[config.mk]
export PLATFORM = sky130hd
export DESIGN_NAME = request_unit
export DESIGN_NICKNAME = d
export VERILOG_FILES = /design/src/rtl/request_unit.sv
export SDC_FILE = /design/constraint.sdc
export NUM_CORES = 1
export LEC_CHECK = 0
export CAP_MARGIN = 30
export CORE_ASPECT_RATIO = 1.1
export CORE_MARGIN = 1.5
export CORE_UTILIZATION = 40
export CTS_CLUSTER_DIAMETER = 80
export DETAILED_ROUTE_END_ITERATION = 8
export PLACE_DENSITY = 0.66
export SLEW_MARGIN = 40
export SYNTH_ARGS = -nofsm -noshare
export SYNTH_HDL_FRONTEND = slang
export SYNTH_SLANG_ARGS = --single-unit
[constraint.sdc]
create_clock -name CLK -period 2.3 [get_ports CLK]
set_clock_uncertainty 0.05 [all_clocks]
set_input_delay 0.46 -clock CLK [delete_from_list [all_inputs] [get_ports CLK]]
set_output_delay 0.46 -clock CLK [all_outputs]
set_load 0.02 [all_outputs]
[src/rtl/request_unit.sv]
// Turns the control unit's memory-request and halt decode into held I/D memory
// requests, a single-cycle PC enable, a sticky halt, and retire/stall counters.
module request_unit #(
    parameter int CNT_W = 32
) (
    input  logic             CLK,
    input  logic             nRST,
    input  logic             cu_iREN,
    input  logic             cu_dREN,
    input  logic             cu_dWEN,
    input  logic             cu_halt,
    input  logic             ihit,
    input  logic             dhit,
    output logic             imemREN,
    output logic             dmemREN,
    output logic             dmemWEN,
    output logic             pc_en,
    output logic             halt_out,
    output logic [CNT_W-1:0] instr_count,
    output logic [CNT_W-1:0] stall_count
);

    typedef enum logic [1:0] {
        FETCH  = 2'd0,
        DATA   = 2'd1,
        HALTED = 2'd2
    } state_t;

    state_t           r_state;
    state_t           w_next;
    logic             r_dmem_ren;
    logic             r_dmem_wen;
    logic             r_halt;
    logic [CNT_W-1:0] r_instr_count;
    logic [CNT_W-1:0] r_stall_count;

    logic w_fetch_hit;
    logic w_mem_op;
    logic w_start_data;
    logic w_start_halt;
    logic w_retire;
    logic w_stall;
    logic w_imem_ren;

    assign w_mem_op     = cu_dREN | cu_dWEN;
    assign w_fetch_hit  = (r_state == FETCH) & ihit;
    assign w_start_halt = w_fetch_hit & cu_halt;
    assign w_start_data = w_fetch_hit & ~cu_halt & w_mem_op;

    // State register
    always_ff @(posedge CLK or negedge nRST) begin
        if (!nRST) begin
            r_state <= FETCH;
        end else begin
            r_state <= w_next;
        end
    end

    // Next-state logic; hits that do not belong to the current state are ignored
    always_comb begin
        w_next = r_state;
        case (r_state)
            FETCH: begin
                if (w_start_halt) begin
                    w_next = HALTED;
                end else if (w_start_data) begin
                    w_next = DATA;
                end
            end
            DATA: begin
                if (dhit) begin
                    w_next = FETCH;
                end
            end
            HALTED:  w_next = HALTED;
            default: w_next = FETCH;
        endcase
    end

    // Output / event decode
    always_comb begin
        w_imem_ren = 1'b0;
        w_retire   = 1'b0;
        w_stall    = 1'b0;
        case (r_state)
            FETCH: begin
                w_imem_ren = cu_iREN;
                w_retire   = ihit & ~cu_halt & ~w_mem_op;
                w_stall    = ~ihit;
            end
            DATA: begin
                w_imem_ren = cu_iREN;
                w_retire   = dhit;
                w_stall    = ~dhit;
            end
            default: begin
                w_imem_ren = 1'b0;
                w_retire   = 1'b0;
                w_stall    = 1'b0;
            end
        endcase
    end

    // Data requests are latched at the instruction hit and held until the data hit
    always_ff @(posedge CLK or negedge nRST) begin
        if (!nRST) begin
            r_dmem_ren <= 1'b0;
            r_dmem_wen <= 1'b0;
        end else if (w_start_data) begin
            r_dmem_wen <= cu_dWEN;
            r_dmem_ren <= cu_dREN & ~cu_dWEN;
        end else if ((r_state == DATA) && dhit) begin
            r_dmem_ren <= 1'b0;
            r_dmem_wen <= 1'b0;
        end
    end

    always_ff @(posedge CLK or negedge nRST) begin
        if (!nRST) begin
            r_halt <= 1'b0;
        end else if (w_start_halt) begin
            r_halt <= 1'b1;
        end
    end

    // Saturating counters: hold at all-ones rather than wrap
    always_ff @(posedge CLK or negedge nRST) begin
        if (!nRST) begin
            r_instr_count <= '0;
            r_stall_count <= '0;
        end else begin
            if (w_retire && (r_instr_count != {CNT_W{1'b1}})) begin
                r_instr_count <= r_instr_count + CNT_W'(1);
            end
            if (w_stall && (r_stall_count != {CNT_W{1'b1}})) begin
                r_stall_count <= r_stall_count + CNT_W'(1);
            end
        end
    end

    assign imemREN     = nRST & w_imem_ren;
    assign pc_en       = nRST & w_retire;
    assign dmemREN     = r_dmem_ren;
    assign dmemWEN     = r_dmem_wen;
    assign halt_out    = r_halt;
    assign instr_count = r_instr_count;
    assign stall_count = r_stall_count;

endmodule

==> results of run 1 <==
[flip-flops by register name (all words and copies together), names as in the netlist]
| name | count |
|---|---|
| r_state | 2 |
| dmemWEN | 1 |
| dmemREN | 1 |
| halt_out | 1 |
| stall_count | 32 |
| instr_count | 32 |
[through the flow]
step / cell area, um2 / TNS (ns)
6_report: 4750 / 0
2_1_floorplan: 3390 / 0
3_5_place_dp: 4530 / -12.85
4_1_cts: 4730 / -0.00399
3_3_place_gp: 4530 / -11.51
5_1_grt: 4750 / 0
[path summary, 6_finish.rpt]
kind,start,slack (ns),endpoint
min in group CLK,halt_out,0.42,halt_out
min,nRST,0.24,instr_count[10]
min reg2reg,halt_out,0.42,halt_out
max,r_state[1],0.08,imemREN
max in group asynchronous,nRST,1.48,r_state[0]
max reg2reg,r_state[1],0.09,instr_count[19]
[worst max-delay path: stages (launching register included)]
cell             delay [ns]
dfrtp_1                0.39
buf_4                  0.17
inv_1                  0.06
and3_1                 0.14
clkdlybuf4s50_1        0.60
[final cells by class]
type,instances,area (um2)
fill,748,3570
sequential,69,1730
multi-input combinational,228,1640
timing repair buffer,114,1050
clock buffer,12,155
tap,111,139
inverter,6,22.5
clock inverter,2,10.0
[cell families (layout without fill, tap and decap cells)]
family                     count (synthesis)  count (layout)  share of synthesized area [%]
and+or+nand+nor                          142             142                           25.3
DFF                                       69              69                           50.9
xor gates and xnor gates                  60              60                           15.5
AOI/OAI and AO/OA                         21              21                           5.24
buffers and inverters                     10             134                           1.33
muxes                                      3               3                          0.996
adders and majority gates                  2               2                          0.737
[power groups by stage]
stage | combinational [W] | sequential [W] | clock (W)
2_1_floorplan | 0.000123 | 0.00151 | 0
3_3_place_gp | 0.000468 | 0.00142 | 0
3_5_place_dp | 0.000478 | 0.00142 | 0
4_1_cts | 0.000480 | 0.00140 | 0.000900
5_1_grt | 0.000508 | 0.00141 | 0.000947
6_report | 0.000473 | 0.00140 | 0.000875
[per-layer routing]
metal | wire (um) | track usage, % | share of wire (%) | vias up
met3 | 465 | 5.12 | 5.8 | 13
met2 | 3800 | 30.9 | 47 | 81
met4 | 150 | 6.85 | 1.9 | 0
met1 | 3600 | 24.5 | 45 | 1390
met5 | 0 | 0 | 0 | -
li1 | - | - | - | 1351
[Yosys cell counts, types with 2 or more instances]
| cell type | number |
|---|---|
| nand3b_1 | 3 |
| inv_1 | 6 |
| and2_1 | 4 |
| nor3_1 | 6 |
| mux2_2 | 3 |
| a211oi_1 | 3 |
| xnor2_1 | 46 |
| nand3_1 | 27 |
| a21oi_1 | 2 |
| nor2_1 | 12 |
| dfrtp_1 | 69 |
| a2111o_1 | 2 |
| nor4_4 | 3 |
| xor2_1 | 14 |
| nor4_1 | 3 |
| and4_1 | 8 |
| nand4_1 | 24 |
| nand2_1 | 27 |
| a31oi_1 | 5 |
| or4b_4 | 2 |
| and3_1 | 12 |
| ha_1 | 2 |
| nor3b_1 | 2 |
| clkbuf_1 | 3 |
| nand2b_1 | 2 |
[placed cells by master, fill, tap and decap left out, types with 2 or more instances in the layout]
master           count
and3_1              12
clkbuf_8            11
and2_1               3
dfrtp_1             69
inv_1                6
buf_4               36
xor2_1              14
clkdlybuf4s50_1     72
nor4b_2              2
ha_1                 2
clkinv_2             2
nor3b_1              2
a211oi_1             3
nand3_1             27
nor2_1              12
and4_1               8
mux2_2               3
nand2b_1             2
nor3_1               6
buf_6                2
nand2_1             27
a2111o_1             2
nor4_4               3
or4b_4               2
nand4_1             24
nor4_1               3
a21oi_1              2
nand3b_1             3
a31oi_1              5
xnor2_1             46
[repair_timing]
action	CTS	global route
resized for setup	10	1
hold buffers	1	0
setup endpoints to repair	9	11
pin swaps	2	2
buffers inserted	0	2
hold endpoints to repair	3	0
==> results.ini, run 1 <==
[run_status]
status = finished, final reports clean

[die]
start_util_pct = 40.8
fp.dieW_um = 90.8
die-area_um2 = 9050
rows = 35
io_pins = 77
fp.dieH_um = 99.6
coreArea_um2 = 8320

[global_routing]
grt_pass1_wl_um = 13700
grt_pass1_vias = 2819
grt_start_max_net_pins = 67
grt_antenna_before_repair = 0
grt_overflow = 0
grtUsageTotal_pct = 19.0

[worst_setup_path]
required_ns = 1.79
rr_worst_depth = 7
critPathKind = flip-flop to output port
worst_setup_path_start_kind = flip-flop
cp.arrival_ns = 1.71
crit_path_max_fanout = 8
cp-end-kind = output port

[power_and_ir_drop]
power_frac_clock_pct = 31.9
power_leakage_nw = 2.03
p_int_w = 0.00197
p_switching_w = 0.000775
power_frac_comb_pct = 17.2
p_per_area_nw_per_um2 = 578
report.power.total_w = 0.00274
seqPwrFrac_pct = 50.9
ir_drop_mv = 0.333
p_sw_share_pct = 28.2

[cells_and_area]
nets = 438
drive_gt1_share_pct = 16.2
final-instance-count-excl-fill = 542
syn_to_final_growth_pct = 39.9
fin_util_pct = 57.0
antenna_cells = 0

[placed_design]
port_buffers = 76
placedCellCount = 525
dpl.hpwl_um = 5790
place_ws_ns = -0.514
place_congestion = 0.813

[sta]
maxSlewHeadroom_pct = 59.5
finalSetupViolations = 0
hold_viol = 0
hold_slack_ns = 0.236
rsz0062_at_grt = no
fin_ws_ns = 0.0767
post-route-period-util_pct = 96.7
fmaxAchievable_mhz = 450
slew_violations = 0
tightest_slew_ns = 0.608
fin_crit_ns = 2.22

[drt]
drtIter0Drc = 88
vias = 2835
viasPerCell = 5.23
routedWlPerCell_um = 14.8
ant_nets = 0
wirelength_um = 8020
first_pass_iters = 4
drc = 0

[clock_network]
cts_buffer_depth = 2
insertion_delay_ns = 0.34
tritoncts = yes
cts_root_buffer = clkbuf_8
cts.reportedPaths.clkPinSlew_ns = 0.07
h-tree-depth = 3
numCtsBuffers = 9
cts.sinks = 69

[run]
cap_violations = 0

[synthesis]
synth_edf_count = 0
ys_types = 42
netlist.area_leader.share_pct = 50.9
synth_seq_area_share_pct = 50.9
syn_inst = 307
synth_largest_area_cell = dfrtp_1
synth-warning-count = 0
yosys_register_bits = 69
synthesis.nets = 317
async_flop_share_pct = 100
netlist_area_um2 = 3390
avgSynthCellArea_um2 = 11.1
synthTopCellsByArea = dfrtp_1, xnor2_1, nand4_1
synthFlopType = dfrtp_1

[hold_path]
hold_class = input pin to asynchronous set/reset pin

Power figures use the tool's default switching activity.
==> inputs of run 2 (changes only) <==
--- a/config.mk
+++ b/config.mk
@@ -12,6 +12,7 @@
 export CTS_CLUSTER_DIAMETER = 80
 export DETAILED_ROUTE_END_ITERATION = 8
 export PLACE_DENSITY = 0.66
+export SKIP_CTS_REPAIR_TIMING = 1
 export SLEW_MARGIN = 40
 export SYNTH_ARGS = -nofsm -noshare
 export SYNTH_HDL_FRONTEND = slang
==> run 2 against run 1 <==
Net effect:
- utilization increased by 0.35 points
- sequential share of layout area decreased by 0.22 points
- non-clock buffer count unchanged
- worst hold slack got worse by 0.024 ns
- combinational power about the same
- global-route usage decreased by 0.11 points
- sequential power about the same
==> results.ini, run 2 (synthesis results as in run 1) <==
[power_and_ir_drop]
p_per_area_nw_per_um2 = 575  ; -0.63%
p_int_w = 0.00197  ; about the same
p_switching_w = 0.000774  ; -0.17%
power_frac_clock_pct = 31.8  ; about the same
ir_drop_mv = 0.333  ; about the same
power_frac_comb_pct = 17.3  ; about the same
p_sw_share_pct = 28.2  ; -0.040 points
power_leakage_nw = 2.05  ; +1.2%
seqPwrFrac_pct = 50.9  ; about the same

[drt]
drc = 0  ; unchanged
routed.top_layer = met4
vias = 2840  ; +0.18%
routedWlPerCell_um = 14.9  ; +0.42%
wirelength_um = 8050  ; +0.42%
wl_met1_um = 3590  ; -0.22%
drtIter0Drc = 126  ; +43%
wl_met3_um = 503  ; +8.2%
first_pass_iters = 4  ; unchanged
ant_nets = 0  ; unchanged
viasPerCell = 5.24  ; +0.18%
dr_wl_met2_um = 3840  ; +0.87%

[clock_network]
cts_buffer_depth = 2  ; unchanged
tritoncts = yes
h-tree-depth = 3  ; unchanged
cts.sinks = 69  ; unchanged
insertion_delay_ns = 0.34  ; about the same
numCtsBuffers = 9  ; unchanged
cts_root_buffer = clkbuf_8
cts.reportedPaths.clkPinSlew_ns = 0.07  ; about the same

[global_routing]
grt_pass1_wl_um = 13700  ; -0.45%
grtUsageTotal_pct = 18.9  ; -0.11 points
grt_overflow = 0  ; unchanged
grt_start_max_net_pins = 67  ; unchanged
grt_antenna_before_repair = 0  ; unchanged
grt_pass1_vias = 2811  ; -0.28%

[die]
start_util_pct = 40.8  ; unchanged
fp.dieH_um = 99.6  ; unchanged
coreArea_um2 = 8320  ; unchanged
fp.dieW_um = 90.8  ; unchanged
die-area_um2 = 9050  ; unchanged
io_pins = 77  ; unchanged
rows = 35  ; unchanged

[hold_path]
hold_class = input pin to asynchronous set/reset pin

[worst_setup_path]
r2r_end = instr_count[11]
required_ns = 1.79  ; about the same
path_delay_family = buffers and inverters
cp_num_buf_inv = 3  ; unchanged
crit_path_top_delay_cell = clkdlybuf4s50_1
rr_startpoint = r_state[1]
crit_chain = buf_4, inv_1, and3_1, clkdlybuf4s50_1
rr_worst_depth = 5  ; -2
cp.depth = 4  ; unchanged
crit_path_max_fanout = 8  ; unchanged
cp.arrival_ns = 1.71  ; about the same
cp-end-kind = output port
max_stage_delay_ns = 0.60  ; about the same
critPathKind = flip-flop to output port
rrSetupSlack_ns = 0.14  ; +0.05 ns
worst_setup_path_start_kind = flip-flop

[sta]
fin_ws_ns = 0.0783  ; +0.00161 ns
finalSetupViolations = 0  ; unchanged
post-route-period-util_pct = 96.6  ; about the same
rsz0062_at_grt = no
finalSetupTns_ns = 0  ; unchanged
fmaxAchievable_mhz = 450  ; about the same
hold_slack_ns = 0.213  ; -0.0235 ns
fin_crit_ns = 2.22  ; -0.00161 ns
slew_violations = 0  ; unchanged
tightest_slew_ns = 0.603  ; -0.00454 ns
maxSlewHeadroom_pct = 59.8  ; +0.30 points
hold_viol = 0  ; unchanged

[run]
cap_violations = 0  ; unchanged

[placed_design]
dpl.hpwl_um = 5790  ; unchanged
port_buffers = 76  ; unchanged
place_ws_ns = -0.514  ; unchanged
place_area_um2 = 4530  ; unchanged
place_congestion = 0.813  ; unchanged

[cells_and_area]
layout_common_cells = clkdlybuf4s50_1, dfrtp_1, xnor2_1
final_common_cell = clkdlybuf4s50_1
post-route-cell-area_um2 = 4770  ; +0.61%
syn_to_final_growth_pct = 40.7
nets = 438  ; unchanged
num-fill-cells = 747  ; -0.13%
multi_input_area_um2 = 1670  ; +1.5%
seq_area_um2 = 1730  ; unchanged
fin_util_pct = 57.4  ; +0.35 points
drive_gt1_share_pct = 17.2  ; +0.93 points
antenna_cells = 0  ; unchanged

[run_status]
status = finished, final reports clean

## run 2: changes by cell type in the layout (fill, tap and decap cells not counted), sizes merged
cell          delta
dlygate4sd2      -1
dlymetal6s2s     +1
## run 2: cell type report
cell class / count / area share (%)
clock buffers: 12 / 3.25
clock inverters: 2 / 0.210
inverters: 6 / 0.472
multi-input cells: 228 / 34.9
flip-flops and latches: 69 / 36.2
well taps: 111 / 2.91
repair buffers: 114 / 22.1
## run 2: metal layers
metal  vias to the layer above  GRT usage, %
li1                       1348             -
met1                      1392          24.3
met2                        90          30.7
met3                        10          5.20
met4                         0          6.85
met5                         -             0
## run 2: through the flow
| stage | power, W | cells |
|---|---|---|
| global route | 0.00287 | 542 |
| detailed placement | 0.00190 | 525 |
| finish | 0.00274 | 542 |
| global placement | 0.00188 | 525 |
| floorplan | 0.00163 | 307 |
| CTS | 0.00278 | 539 |
## run 2: power groups by stage
stage	clock, W	combinational, W	sequential, W
CTS	0.000900	0.000478	0.00140
global placement	0	0.000468	0.00142
finish	0.000873	0.000474	0.00140
detailed placement	0	0.000478	0.00142
floorplan	0	0.000123	0.00151
global route	0.000947	0.000509	0.00141
## run 2: worst max-delay path by stage
stage / start / end / slack [ns]
after floorplan: stall_count[0] / stall_count[1] / 0.17
after global placement: ihit / pc_en / -0.49
after detailed placement: ihit / pc_en / -0.51
after CTS: ihit / pc_en / -0.52
after global routing: r_state[1] / imemREN / 0.007
final: r_state[1] / imemREN / 0.08
## run 2: worst register-to-register path, stage by stage (launching register included)
cell and delay [ns]:
dfrtp_1 0.39, or4b_4 0.55, buf_4 0.15, o21a_4 0.26, nor4b_2 0.29, mux2_2 0.36
==> inputs of run 3 (changes only) <==
--- a/config.mk
+++ b/config.mk
@@ -11,7 +11,8 @@
 export CORE_UTILIZATION = 40
 export CTS_CLUSTER_DIAMETER = 80
 export DETAILED_ROUTE_END_ITERATION = 8
-export PLACE_DENSITY = 0.66
+export PLACE_DENSITY = 0.68
+export SETUP_SLACK_MARGIN = 0.2
 export SKIP_CTS_REPAIR_TIMING = 1
 export SLEW_MARGIN = 40
 export SYNTH_ARGS = -nofsm -noshare
==> constraint.sdc (replaced) <==
create_clock -name CLK -period 1.8 [get_ports CLK]
set_clock_uncertainty 0.05 [all_clocks]
set_input_delay 0.36 -clock CLK [delete_from_list [all_inputs] [get_ports CLK]]
set_output_delay 0.36 -clock CLK [all_outputs]
set_load 0.02 [all_outputs]
==> run 3 against run 2 <==
Net effect:
- the run now ends with setup timing left
- die area unchanged
- critical path depth increased by 3
- count of clock-buffer cells in the layout decreased by 1
- setup slack got worse by 0.45 ns
- highest routed layer unchanged
- non-clock buffer count increased by 83
- final area increased by 28%
- sequential share of layout area decreased by 7.3 points
- global-route usage increased by 1.1 points
- sequential power increased by 26%
- combinational power increased by 81%
- wire length increased by 28%
==> results.ini, run 3 (synthesis results as in run 1) <==
[worst_setup_path]
crit_top_cell = buf_6
rr_worst_depth = 7  ; +2
critPathKind = flip-flop to flip-flop
max_stage_delay_ns = 0.53  ; -0.07 ns
cp.depth = 7  ; +3
worst_setup_path_start_kind = flip-flop
path_delay_family = simple AND/OR/NAND/NOR gates
cp-end-kind = flip-flop
crit_path_top_delay_cell = or4b_4
cp.arrival_ns = 2.36  ; +0.65 ns
crit_path_max_fanout = 7  ; -1
crit_chain = or4b_4, buf_6, o21a_4, buf_6, nor4_4, nand3_1, xnor2_1
cp_num_buf_inv = 2  ; -1
required_ns = 1.99  ; +0.20 ns

[power_and_ir_drop]
power_leakage_nw = 3.68  ; +79%
power_frac_comb_pct = 21.5  ; +4.2 points
p_sw_share_pct = 28.0  ; -0.21 points
ir_drop_mv = 0.638  ; +92%
p_switching_w = 0.00112  ; +44%
p_int_w = 0.00287  ; +46%
seqPwrFrac_pct = 44.1  ; -6.8 points
p_per_area_nw_per_um2 = 653  ; +14%
power_frac_clock_pct = 34.4  ; +2.6 points

[hold_path]
hold_class = input pin to asynchronous set/reset pin

[drt]
dr_wl_met2_um = 5480  ; +43%
wl_met3_um = 377  ; -25%
wl_met1_um = 4290  ; +19%
ant_nets = 0  ; unchanged
drtIter0Drc = 129  ; +2.4%
wirelength_um = 10300  ; +28%
routed.top_layer = met4
vias = 3232  ; +14%
viasPerCell = 5.15  ; -1.6%
first_pass_iters = 4  ; unchanged
routedWlPerCell_um = 16.4  ; +11%
drc = 0  ; unchanged

[cells_and_area]
final-instance-count-excl-fill = 627  ; +16%
antenna_cells = 0  ; unchanged
final_common_cell = buf_4
post-route-cell-area_um2 = 6110  ; +28%
layout_common_cells = buf_4, dlymetal6s2s_1, xnor2_1
drive_gt1_share_pct = 46.5  ; +29 points
syn_to_final_growth_pct = 80.0
nets = 521  ; +19%
fin_util_pct = 73.4  ; +16 points

[die]
start_util_pct = 40.8  ; unchanged
die-area_um2 = 9050  ; unchanged
coreArea_um2 = 8320  ; unchanged
fp.dieH_um = 99.6  ; unchanged
fp.dieW_um = 90.8  ; unchanged
io_pins = 77  ; unchanged
rows = 35  ; unchanged

[run]
cap_violations = 0  ; unchanged

[sta]
hold_viol = 0  ; unchanged
rsz0062_at_grt = yes
hold_slack_ns = 0.0570  ; -0.156 ns
slew_violations = 0  ; unchanged
fmaxAchievable_mhz = 461
tightest_slew_ns = 0.465  ; -0.138 ns
fin_ws_ns = -0.371  ; -0.450 ns
post-route-period-util_pct = 121
fin_crit_ns = 2.17
maxSlewHeadroom_pct = 69.0  ; +9.2 points
finalSetupViolations = 54  ; +54

[placed_design]
place_congestion = 0.812  ; -0.12%
dpl.hpwl_um = 6540  ; +13%
placedCellCount = 595  ; +13%
place_area_um2 = 5190  ; +14%
port_buffers = 76  ; unchanged

[run_status]
violations = setup timing
status = complete, but fails checks

[clock_network]
cts_buffer_depth = 2  ; unchanged
cts_root_buffer = clkbuf_8
h-tree-depth = 3  ; unchanged
cts.reportedPaths.clkPinSlew_ns = 0.08  ; about the same
cts.sinks = 69  ; unchanged
tritoncts = yes
insertion_delay_ns = 0.34  ; about the same
numCtsBuffers = 9  ; unchanged

[global_routing]
grt_start_max_net_pins = 36  ; -46%
grt_antenna_before_repair = 0  ; unchanged
grt_pass1_vias = 3028  ; +7.7%
grt_overflow = 0  ; unchanged
grtUsageTotal_pct = 20.0  ; +1.1 points
grt_pass1_wl_um = 14300  ; +4.5%

[run 3: per-layer routing]
| layer | vias up | track usage, % |
|---|---|---|
| met3 | 14 | 3.52 |
| met2 | 80 | 33.3 |
| met1 | 1614 | 26.2 |
| li1 | 1524 | - |
| met5 | - | 0 |
| met4 | 0 | 7.33 |
[run 3: final timing paths]
| kind | startpoint | end | slack (ns) |
|---|---|---|---|
| min reg2reg | halt_out | halt_out | 0.44 |
| max reg2reg | r_state[1] | instr_count[30] | -0.37 |
| min in group CLK | ihit | r_state[1] | 0.31 |
| max | r_state[1] | instr_count[30] | -0.37 |
| min | nRST | dmemWEN | 0.06 |
| max in group asynchronous | nRST | stall_count[4] | 1.27 |
[run 3: final cells by class]
class / instances / area, um2
clock buffer: 11 / 131
sequential: 69 / 1770
fill: 541 / 2210
clock inverter: 5 / 75.1
inverter: 6 / 22.5
timing repair buffer: 197 / 1910
tap: 111 / 139
multi-input combinational: 228 / 2060
[run 3: power groups by stage]
stage                     sequential [W]  clock, W  combinational [W]
after detailed placement         0.00177         0           0.000813
after global routing             0.00177   0.00146           0.000915
after floorplan                  0.00194         0           0.000162
after global placement           0.00177         0           0.000797
after CTS                        0.00175   0.00139           0.000819
final                            0.00176   0.00137           0.000857
[run 3: per-stage QoR]
step                setup TNS [ns]  total power (W)  setup WS (ns)
CTS                         -16.33          0.00396         -0.895
floorplan                    -2.95          0.00210         -0.180
finish                      -11.10          0.00399         -0.371
global placement            -34.13          0.00257         -0.871
global route                -15.39          0.00414         -0.449
detailed placement          -35.85          0.00259         -0.890
